===== config.mk =====
export PLATFORM = sky130hd
export DESIGN_NAME = lif_neuron
export DESIGN_NICKNAME = d
export VERILOG_FILES = /design/src/rtl/stdp_pkg.sv /design/src/rtl/lif_membrane_update.sv /design/src/rtl/lif_neuron.sv
export SDC_FILE = /design/constraint.sdc
export NUM_CORES = 1
export LEC_CHECK = 0
export ABC_CLOCK_PERIOD_IN_PS = 5400
export CORE_ASPECT_RATIO = 1.1
export CORE_UTILIZATION = 47
export DETAILED_ROUTE_END_ITERATION = 10
export GPL_TIMING_DRIVEN = 0
export PLACE_DENSITY = 0.71
export SLEW_MARGIN = 20
export SYNTH_ARGS = -nofsm -noshare
export SYNTH_HDL_FRONTEND = slang
export SYNTH_SLANG_ARGS = --single-unit

===== constraint.sdc =====
create_clock -name clk -period 5.4 [get_ports clk]
set_input_delay 0.81 -clock clk [delete_from_list [all_inputs] [get_ports clk]]
set_output_delay 0.81 -clock clk [all_outputs]
set_load 0.01 [all_outputs]

===== src/rtl/stdp_pkg.sv =====
// Shared definitions for the LIF neuron and the STDP learning block.
//   lif_state_t : neuron FSM state encoding
//   WEIGHT_W    : synaptic weight width shared with the STDP block
//   DEF_*       : default neuron parameters
package stdp_pkg;

  typedef enum logic [1:0] {
    ST_INTEGRATE  = 2'd0,
    ST_FIRE       = 2'd1,
    ST_REFRACTORY = 2'd2
  } lif_state_t;

  localparam int WEIGHT_W = 8;

  localparam int DEF_V_WIDTH     = 10;
  localparam int DEF_THRESHOLD   = 64;
  localparam int DEF_LEAK_SHIFT  = 3;
  localparam int DEF_LEAK_PERIOD = 4;
  localparam int DEF_REFRACT     = 4;

endpackage


===== src/rtl/lif_membrane_update.sv =====
// Combinational membrane update for the LIF neuron: leak, weighted add with
// saturation, and threshold compare.
// Ports:
//   v         in  V_WIDTH   current membrane potential
//   pre_spike in  1         pre-synaptic spike
//   weight    in  WEIGHT_W  synaptic weight added when pre_spike is high
//   leak_tick in  1         apply leak this cycle
//   v_n       out V_WIDTH   updated (saturated) membrane potential
//   fire      out 1         v_n has reached THRESHOLD
module lif_membrane_update
  import stdp_pkg::*;
#(
  parameter int V_WIDTH    = DEF_V_WIDTH,
  parameter int THRESHOLD  = DEF_THRESHOLD,
  parameter int LEAK_SHIFT = DEF_LEAK_SHIFT
) (
  input  logic [V_WIDTH-1:0]  v,
  input  logic                pre_spike,
  input  logic [WEIGHT_W-1:0] weight,
  input  logic                leak_tick,
  output logic [V_WIDTH-1:0]  v_n,
  output logic                fire
);

  // One extra bit over the wider operand so the add cannot wrap.
  localparam int SW = ((V_WIDTH > WEIGHT_W) ? V_WIDTH : WEIGHT_W) + 1;

  logic [V_WIDTH-1:0] w_shift;
  logic [V_WIDTH-1:0] w_dec;
  logic [V_WIDTH-1:0] w_v_leak;
  logic [SW-1:0]      w_sum;

  always_comb begin
    w_shift = v >> LEAK_SHIFT;
    // Leak removes at least 1 so small potentials still decay to zero.
    w_dec   = (w_shift == '0) ? V_WIDTH'(1) : w_shift;
    w_v_leak = (leak_tick && (v != '0)) ? (v - w_dec) : v;
    w_sum = {{(SW-V_WIDTH){1'b0}}, w_v_leak}
          + (pre_spike ? {{(SW-WEIGHT_W){1'b0}}, weight} : '0);
    if (w_sum > {{(SW-V_WIDTH){1'b0}}, {V_WIDTH{1'b1}}}) begin
      v_n = '1;
    end else begin
      v_n = w_sum[V_WIDTH-1:0];
    end
    fire = (v_n >= V_WIDTH'(THRESHOLD));
  end

endmodule


===== src/rtl/lif_neuron.sv =====
// Leaky integrate-and-fire neuron driving the STDP post-synaptic input.
// Ports:
//   clk         in  1         clock, rising edge
//   rst_n       in  1         asynchronous active-low reset
//   en          in  1         enable; low freezes all state
//   pre_spike   in  1         pre-synaptic spike
//   weight      in  8         synaptic weight, sampled with pre_spike
//   post_spike  out 1         one-cycle fire pulse
//   membrane    out V_WIDTH   membrane potential
//   refractory  out 1         high in FIRE and REFRACTORY
//   spike_count out 8         saturating fire count since reset
module lif_neuron
  import stdp_pkg::*;
#(
  parameter int V_WIDTH     = DEF_V_WIDTH,
  parameter int THRESHOLD   = DEF_THRESHOLD,
  parameter int LEAK_SHIFT  = DEF_LEAK_SHIFT,
  parameter int LEAK_PERIOD = DEF_LEAK_PERIOD,
  parameter int REFRACT     = DEF_REFRACT
) (
  input  logic                clk,
  input  logic                rst_n,
  input  logic                en,
  input  logic                pre_spike,
  input  logic [WEIGHT_W-1:0] weight,
  output logic                post_spike,
  output logic [V_WIDTH-1:0]  membrane,
  output logic                refractory,
  output logic [7:0]          spike_count
);

  localparam int TW = (LEAK_PERIOD > 1) ? $clog2(LEAK_PERIOD) : 1;
  localparam int RW = (REFRACT > 0) ? $clog2(REFRACT + 1) : 1;

  lif_state_t         r_state, w_nx_state;
  logic [V_WIDTH-1:0] r_membrane, w_nx_membrane;
  logic [TW-1:0]      r_timer, w_nx_timer;
  logic [RW-1:0]      r_rcnt, w_nx_rcnt;
  logic [7:0]         r_count, w_nx_count;
  logic               r_post;
  logic               r_refr;

  logic               w_leak_tick;
  logic [V_WIDTH-1:0] w_v_n;
  logic               w_fire;

  assign w_leak_tick = (r_timer == TW'(LEAK_PERIOD - 1));

  lif_membrane_update #(
    .V_WIDTH    (V_WIDTH),
    .THRESHOLD  (THRESHOLD),
    .LEAK_SHIFT (LEAK_SHIFT)
  ) u_update (
    .v         (r_membrane),
    .pre_spike (pre_spike),
    .weight    (weight),
    .leak_tick (w_leak_tick),
    .v_n       (w_v_n),
    .fire      (w_fire)
  );

  always_comb begin
    w_nx_state    = r_state;
    w_nx_membrane = r_membrane;
    w_nx_rcnt     = r_rcnt;
    w_nx_count    = r_count;
    w_nx_timer    = w_leak_tick ? '0 : (r_timer + TW'(1));
    case (r_state)
      ST_INTEGRATE: begin
        if (w_fire) begin
          w_nx_state    = ST_FIRE;
          w_nx_membrane = '0;
          if (r_count != 8'hFF) w_nx_count = r_count + 8'd1;
        end else begin
          w_nx_membrane = w_v_n;
        end
      end
      ST_FIRE: begin
        w_nx_membrane = '0;
        if (REFRACT == 0) begin
          w_nx_state = ST_INTEGRATE;
        end else begin
          w_nx_state = ST_REFRACTORY;
          w_nx_rcnt  = RW'(REFRACT);
        end
      end
      ST_REFRACTORY: begin
        w_nx_membrane = '0;
        if (r_rcnt <= RW'(1)) begin
          w_nx_state = ST_INTEGRATE;
          w_nx_rcnt  = '0;
        end else begin
          w_nx_rcnt = r_rcnt - RW'(1);
        end
      end
      default: begin
        w_nx_state    = ST_INTEGRATE;
        w_nx_membrane = '0;
        w_nx_rcnt     = '0;
      end
    endcase
  end

  always_ff @(posedge clk or negedge rst_n) begin
    if (!rst_n) begin
      r_state    <= ST_INTEGRATE;
      r_membrane <= '0;
      r_timer    <= '0;
      r_rcnt     <= '0;
      r_count    <= '0;
      r_post     <= 1'b0;
      r_refr     <= 1'b0;
    end else if (en) begin
      r_state    <= w_nx_state;
      r_membrane <= w_nx_membrane;
      r_timer    <= w_nx_timer;
      r_rcnt     <= w_nx_rcnt;
      r_count    <= w_nx_count;
      r_post     <= (w_nx_state == ST_FIRE);
      r_refr     <= (w_nx_state != ST_INTEGRATE);
    end
  end

  // r_post is held with the rest of the state while disabled and masked at
  // the output, so a FIRE interrupted by en=0 yields its single pulse in the
  // first enabled cycle after en returns.
  assign post_spike  = r_post & en;
  assign membrane    = r_membrane;
  assign refractory  = r_refr;
  assign spike_count = r_count;

endmodule

---- Word-level counts from Yosys, hierarchy flattened ----
Cells that the tools add are included.
operators by class
  $add $sub $neg .......................... 5
  magnitude comparators ................... 3
  eq/ne operators ......................... 5
  muxes and demuxes ....................... 12
  bitwise gates (word level) .............. 2
  reduce and logical (&&, ||, !) cells .... 7
operators by type and width
  cell                                                                              number
  10-bit 2-to-1 mux                                                                 4
  10-bit by 11-bit adder with 11-bit output                                         1
  11-bit by 10-bit > comparator with 1-bit output, second input constant            1
  10-bit by 7-bit >= comparator with 1-bit output, second input constant            1
  10-bit logical NOT                                                                1
  10-bit nonzero test                                                               1
  10-bit subtractor                                                                 1
  3-bit case mux with 3 select lines                                                1
  8-bit by 1-bit adder with 8-bit output, second input constant                     1
  8-bit 2-to-1 mux                                                                  1
  8-bit inequality test, second input constant                                      1
  7-bit 2-to-1 mux                                                                  1
  2-bit 2-to-1 mux                                                                  3
  2-bit case mux with 3 select lines                                                1
  2-bit by 1-bit == test with 1-bit output, second input constant                   2
  2-bit == test, second input constant                                              2
  4-bit AND reduction                                                               1
  3-bit by 1-bit less-or-equal comparator with 1-bit output, second input constant  1
  3-bit 2-to-1 mux                                                                  1
  3-bit by 1-bit subtractor with 3-bit output, second input constant                1
  2-bit by 1-bit adder with 2-bit output, second input constant                     1
  2-bit logical NOT                                                                 1
  2-bit AND reduction                                                               1
  2-bit nonzero test                                                                1
  other kinds (3)                                                                   3
word-level totals
  register bits after elaboration ......... 27
  bits of input ports ..................... 12
  output and inout bits ................... 20
  word-level logic and storage cells ...... 41

---- Longest topological paths before layout ----
  depth in word-level cells ............... 11
  gate-level depth with buffers ........... 19
  mapped depth without buffers ............ 19

---- Hierarchy ----
Synthesis repeated with hierarchy kept, for this count alone.
second synthesis, totals
  cells, all modules ...................... 267
  area, all modules ....................... 2287.2 sq um
by module, submodules not included
  module               times used  cells an instance  area each (sq um)  seq. area each (sq um)
  lif_neuron           1           130                1321.3             675.6
  lif_membrane_update  1           137                965.9              0.0

---- Least setup slack after synthesis ----
No wires, ideal clock.
  kind .................................... reg-to-reg
  from .................................... register r_membrane[9] (netlist: membrane[9])
  to ...................................... register r_count[1] (netlist: spike_count[1])
  setup time .............................. 0.125 ns
  arrival ................................. 4.197 ns
  required time ........................... 5.275 ns
  path slack .............................. 1.078 ns
  stages on the path, launching flop included .. 16
  path buffers ............................ 0
  period minus slack after synthesis ...... 4.322 ns
  cells stage by stage .................... dfrtp_1 -> or4_4 -> o21bai_1 -> ha_1 -> inv_1 -> fa_1 -> xor2_1 -> mux2_2 -> ha_1 -> nor2b_1 -> o31a_1 -> o221a_2 -> a2111o_1 -> and3_4 -> a21oi_4 -> mux2_2
between the ends
  word-level cells in the longest chain between the ends .. 9
  elaborated cells between the ends (all ways) .. 11
  classes of those cells .................. add/sub (2); order compare (2); mux (3); reduce/logical (4)
ends and longest elaborated chain
  element                                            RTL line                   text
  from (decl)                                        lif_neuron.sv:36           logic [V_WIDTH-1:0] r_membrane, w_nx_membrane;
  from (signal assigned)                             lif_neuron.sv:115          r_membrane <= w_nx_membrane;
  10-bit logical NOT                                 lif_membrane_update.sv:36  w_dec = (w_shift == '0) ? V_WIDTH'(1) : w_shift;
  7-bit 2-to-1 mux                                   lif_membrane_update.sv:36
  10-bit subtractor                                  lif_membrane_update.sv:37  w_v_leak = (leak_tick && (v != '0)) ? (v - w_dec) : v;
  10-bit 2-to-1 mux *                                lif_membrane_update.sv:37
  10-bit by 11-bit adder with 11-bit output *        lif_membrane_update.sv:39  + (pre_spike ? {{(SW-WEIGHT_W){1'b0}}, weight} : '0);
  11-bit by 10-bit > comparator with 1-bit output    lif_membrane_update.sv:40  if (w_sum > {{(SW-V_WIDTH){1'b0}}, {V_WIDTH{1'b1}}}) begin
  10-bit 2-to-1 mux *                                lif_membrane_update.sv:40
  10-bit by 7-bit >= comparator with 1-bit output *  lif_membrane_update.sv:45  fire = (v_n >= V_WIDTH'(THRESHOLD));
  4-bit AND reduction (no source line) *             -
  to (signal assigned)                               lif_neuron.sv:118          r_count <= w_nx_count;
  to (decl)                                          lif_neuron.sv:39           logic [7:0] r_count, w_nx_count;
Mark *: on every way between the ends. The rest lies on a longest branch, timed or not.
A chain may end at the register's enable or synchronous reset.

---- Final worst setup path ----
  from .................................... register r_membrane[4] (netlist: membrane[4])
  to ...................................... register r_count[1] (netlist: spike_count[1])
The elaborated chain is that of the path after synthesis.

==> metrics.yaml <==
status: "completed"
track_usage_pct: 20.8
rsz0062_at_grt: "false"
cts-resized-gates: 0
placementRows: 25
cts_setup_buffers: 0
route.met3.wl_um: 98
antenna_found_initial: 0
cts_buffers: 3
tightest_slew_ns: 0.595
cp_max_fo: 8
initial_core_util_pct: 49.7
critPathKind: "reg2reg"
p_int_mw: 0.789
async_reset_ff_share_pct: 100
power.switching_mw: 0.641
place_congestion: 0.856
fin_crit_ns: 4.73
insertedDiodeCount: 0
finalSetupTns_ns: 0
drc: 0
fin_worst_skew_ns: 0.00770
wl_mm: 4.54
insertion_delay_ns: 0.28
cts.sinks: 27
end_kind: "register"
clkPwrFrac_pct: 8.4
syn_area_mm2: 0.00218
io_pins: 32
ys_types: 57
slew_violations: 0
slowest_delay_ns: 0.57
avgRoutedWirePerCell_um: 14.2
synth_ff_type: "dfrtp_1"
dp_hpwl_mm: 3.57
syn_nets: 269
path_cells: "or4_4, o21bai_1, ha_1, inv_1, fa_1, a211oi_1, nor2_1, o21ai_0, a22o_1, o21ai_0, ha_1, or2_2, o221a_2, a2111o_1, and3_4, a21oi_4, mux2_2"
yosys-top-cells-area: "dfrtp_1, ha_1, inv_1"
yosysWarnings: 0
cts_tree: "yes"
placed_cells: 316
drtPass1Iterations: 4
synth_area_per_cell_um2: 9.38
power.share.combinational_pct: 68.1
grt_pass1_wl_mm: 7.88
highest_layer: "met4"
wl_met2_mm: 2.21
drtAntennaViolNets: 0
grt_max_degree: 28
cap_violations: 0
clockBufferDepth: 2
finalSetupViolations: 0
fp.dieW_um: 66.9
timing.final.crit_share_pct: 87.5
critical_path_arrival_ns: 4.90
ys_ff_latch: 27
grt_pass1_vias: 1783
seqPwrFrac_pct: 23.5
hold_viol_final: 0
netSwitchingFraction_pct: 44.8
crit_path_start_kind: "register"
ys_seq_area_share_pct: 31.0
peakVddDrop_mv: 0.266
syn_inst: 232
layout.nets: 304
cts_hold_buf: 0
vias: 1761
syn_to_final_growth_pct: 19.0
synth_edf_count: 0
grt-ovfl-total: 0
yosys.area.top_type: "dfrtp_1"
cts_root_buffer: "clkbuf_8"
drt_iter0_drc: 75
synth.most_common_cell: "dfrtp_1"
vias_per_cell: 5.50
required_ns: 5.58
synth_common_cells: "dfrtp_1, ha_1, inv_1"
fillerInstances: 413
hp-class: "reg2reg"
die_y_um: 73.4
fmax_mhz: 212
powerDensity_mw_per_mm2: 552
drive_gt1_share_pct: 10.2
max-slew-margin-rel_pct: 60.3
p_total_mw: 1.43
die_area_mm2: 0.00491
p_leak_nw: 1.15
drt-met1-wl_mm: 2.17
ctsHtreeMaxLevel: 1
fin_cells: 320
crit_slowest_cell: "or4_4"
synth_top_area_share_pct: 31.0
clk_pin_slew_ns: 0.10
core_area_mm2: 0.00438
portBuffers: 30
-- metrics by stage --
| step | area (µm²) | utilization [%] | setup slack (ns) | hold WS (ns) |
|---|---|---|---|---|
| floorplan | 2180 | - | 1.08 | 0.449 |
| global placement | 2540 | 58.1 | 0.657 | 0.461 |
| detailed placement | 2540 | 58.0 | 0.670 | 0.472 |
| CTS | 2590 | 59.1 | 0.652 | 0.496 |
| global route | 2590 | 59.1 | 0.390 | 0.521 |
| finish | 2590 | 59.1 | 0.673 | 0.501 |
-- cell usage in the layout (no fill, tap or decap), types with 2 or more instances in the layout --
master,n
clkdlybuf4s50_1,29
dfrtp_1,27
ha_1,23
inv_1,21
nand2_1,16
nor2_1,16
o21ai_0,14
xnor2_1,8
and2_1,8
xor2_1,7
nand2b_1,6
a21oi_1,6
o31ai_1,5
mux2_2,5
o22ai_1,5
o21a_1,4
nand4_1,4
a21o_1,3
a211oi_1,3
nor2b_1,3
nand3_1,3
o2bb2ai_1,3
clkbuf_8,3
or2_2,2
or3_1,2
a22o_1,2
buf_2,2
and3_1,2
nor3_1,2
fa_1,2
-- flip-flops by register name, indices dropped and copies added (netlist names) --
signal / count
spike_count: 8
r_rcnt: 3
membrane: 10
r_timer: 2
r_post: 1
r_state: 2
refractory: 1
-- cells by family (layout without fill, tap and decap cells) --
group	after synthesis	count (layout)	synth area share, %
adders and majority gates	25	25	15.1
buffers and inverters	24	58	4.20
muxes	6	6	3.28
xor gates and xnor gates	16	16	6.78
AOI/OAI and AO/OA	60	60	21.0
DFF	27	27	31.0
and+or+nand+nor	74	74	18.6
-- power groups by stage --
stage	clock network, mW	logic, mW	registers (mW)
3_3_place_gp	0	0.958	0.339
3_5_place_dp	0	0.973	0.339
4_1_cts	0.125	0.978	0.336
6_report	0.121	0.974	0.336
2_1_floorplan	0	0.721	0.339
5_1_grt	0.135	1.08	0.348
-- area by class of cell --
type / instances / area [µm²] / area share [%]
flip-flops and latches: 27 / 676 / 26.1
inverters: 21 / 78.8 / 3.04
repair buffers: 30 / 295 / 11.4
multi-input cells: 181 / 1410 / 54.4
clock buffers: 3 / 41.3 / 1.59
plain buffers: 3 / 12.5 / 0.483
well taps: 54 / 67.6 / 2.61
clock inverters: 1 / 8.76 / 0.338
-- path summary, 6_finish.rpt --
check                                 start             end  slack, ns  cells after the start
worst min-delay path              r_rcnt[1]       r_rcnt[1]       0.50                      2
max in group asynchronous             rst_n     membrane[4]       4.48                      1
worst max register to register  membrane[4]  spike_count[1]       0.67                     17
worst min register to register    r_rcnt[1]       r_rcnt[1]       0.50                      2
min in group asynchronous             rst_n  spike_count[7]       0.53                      1
worst max-delay path            membrane[4]  spike_count[1]       0.67                     17
-- critical path: cells and delay by family (launching register included) --
family | cells | cell delay, ns
buffers and inverters | 1 | 0.05
multiplexers | 1 | 0.36
flip-flops | 1 | 0.46
AO/OA/AOI/OAI | 8 | 1.69
adder cells (fa/ha/maj) | 3 | 0.87
AND/OR/NAND/NOR | 4 | 1.18
-- routing by layer --
metal	vias to the layer above	global-route usage, %
li1	895	-
met1	832	26.8
met2	27	36.6
met3	7	1.86
met4	0	6.15
met5	-	0
(Power assumes the default switching activity.)
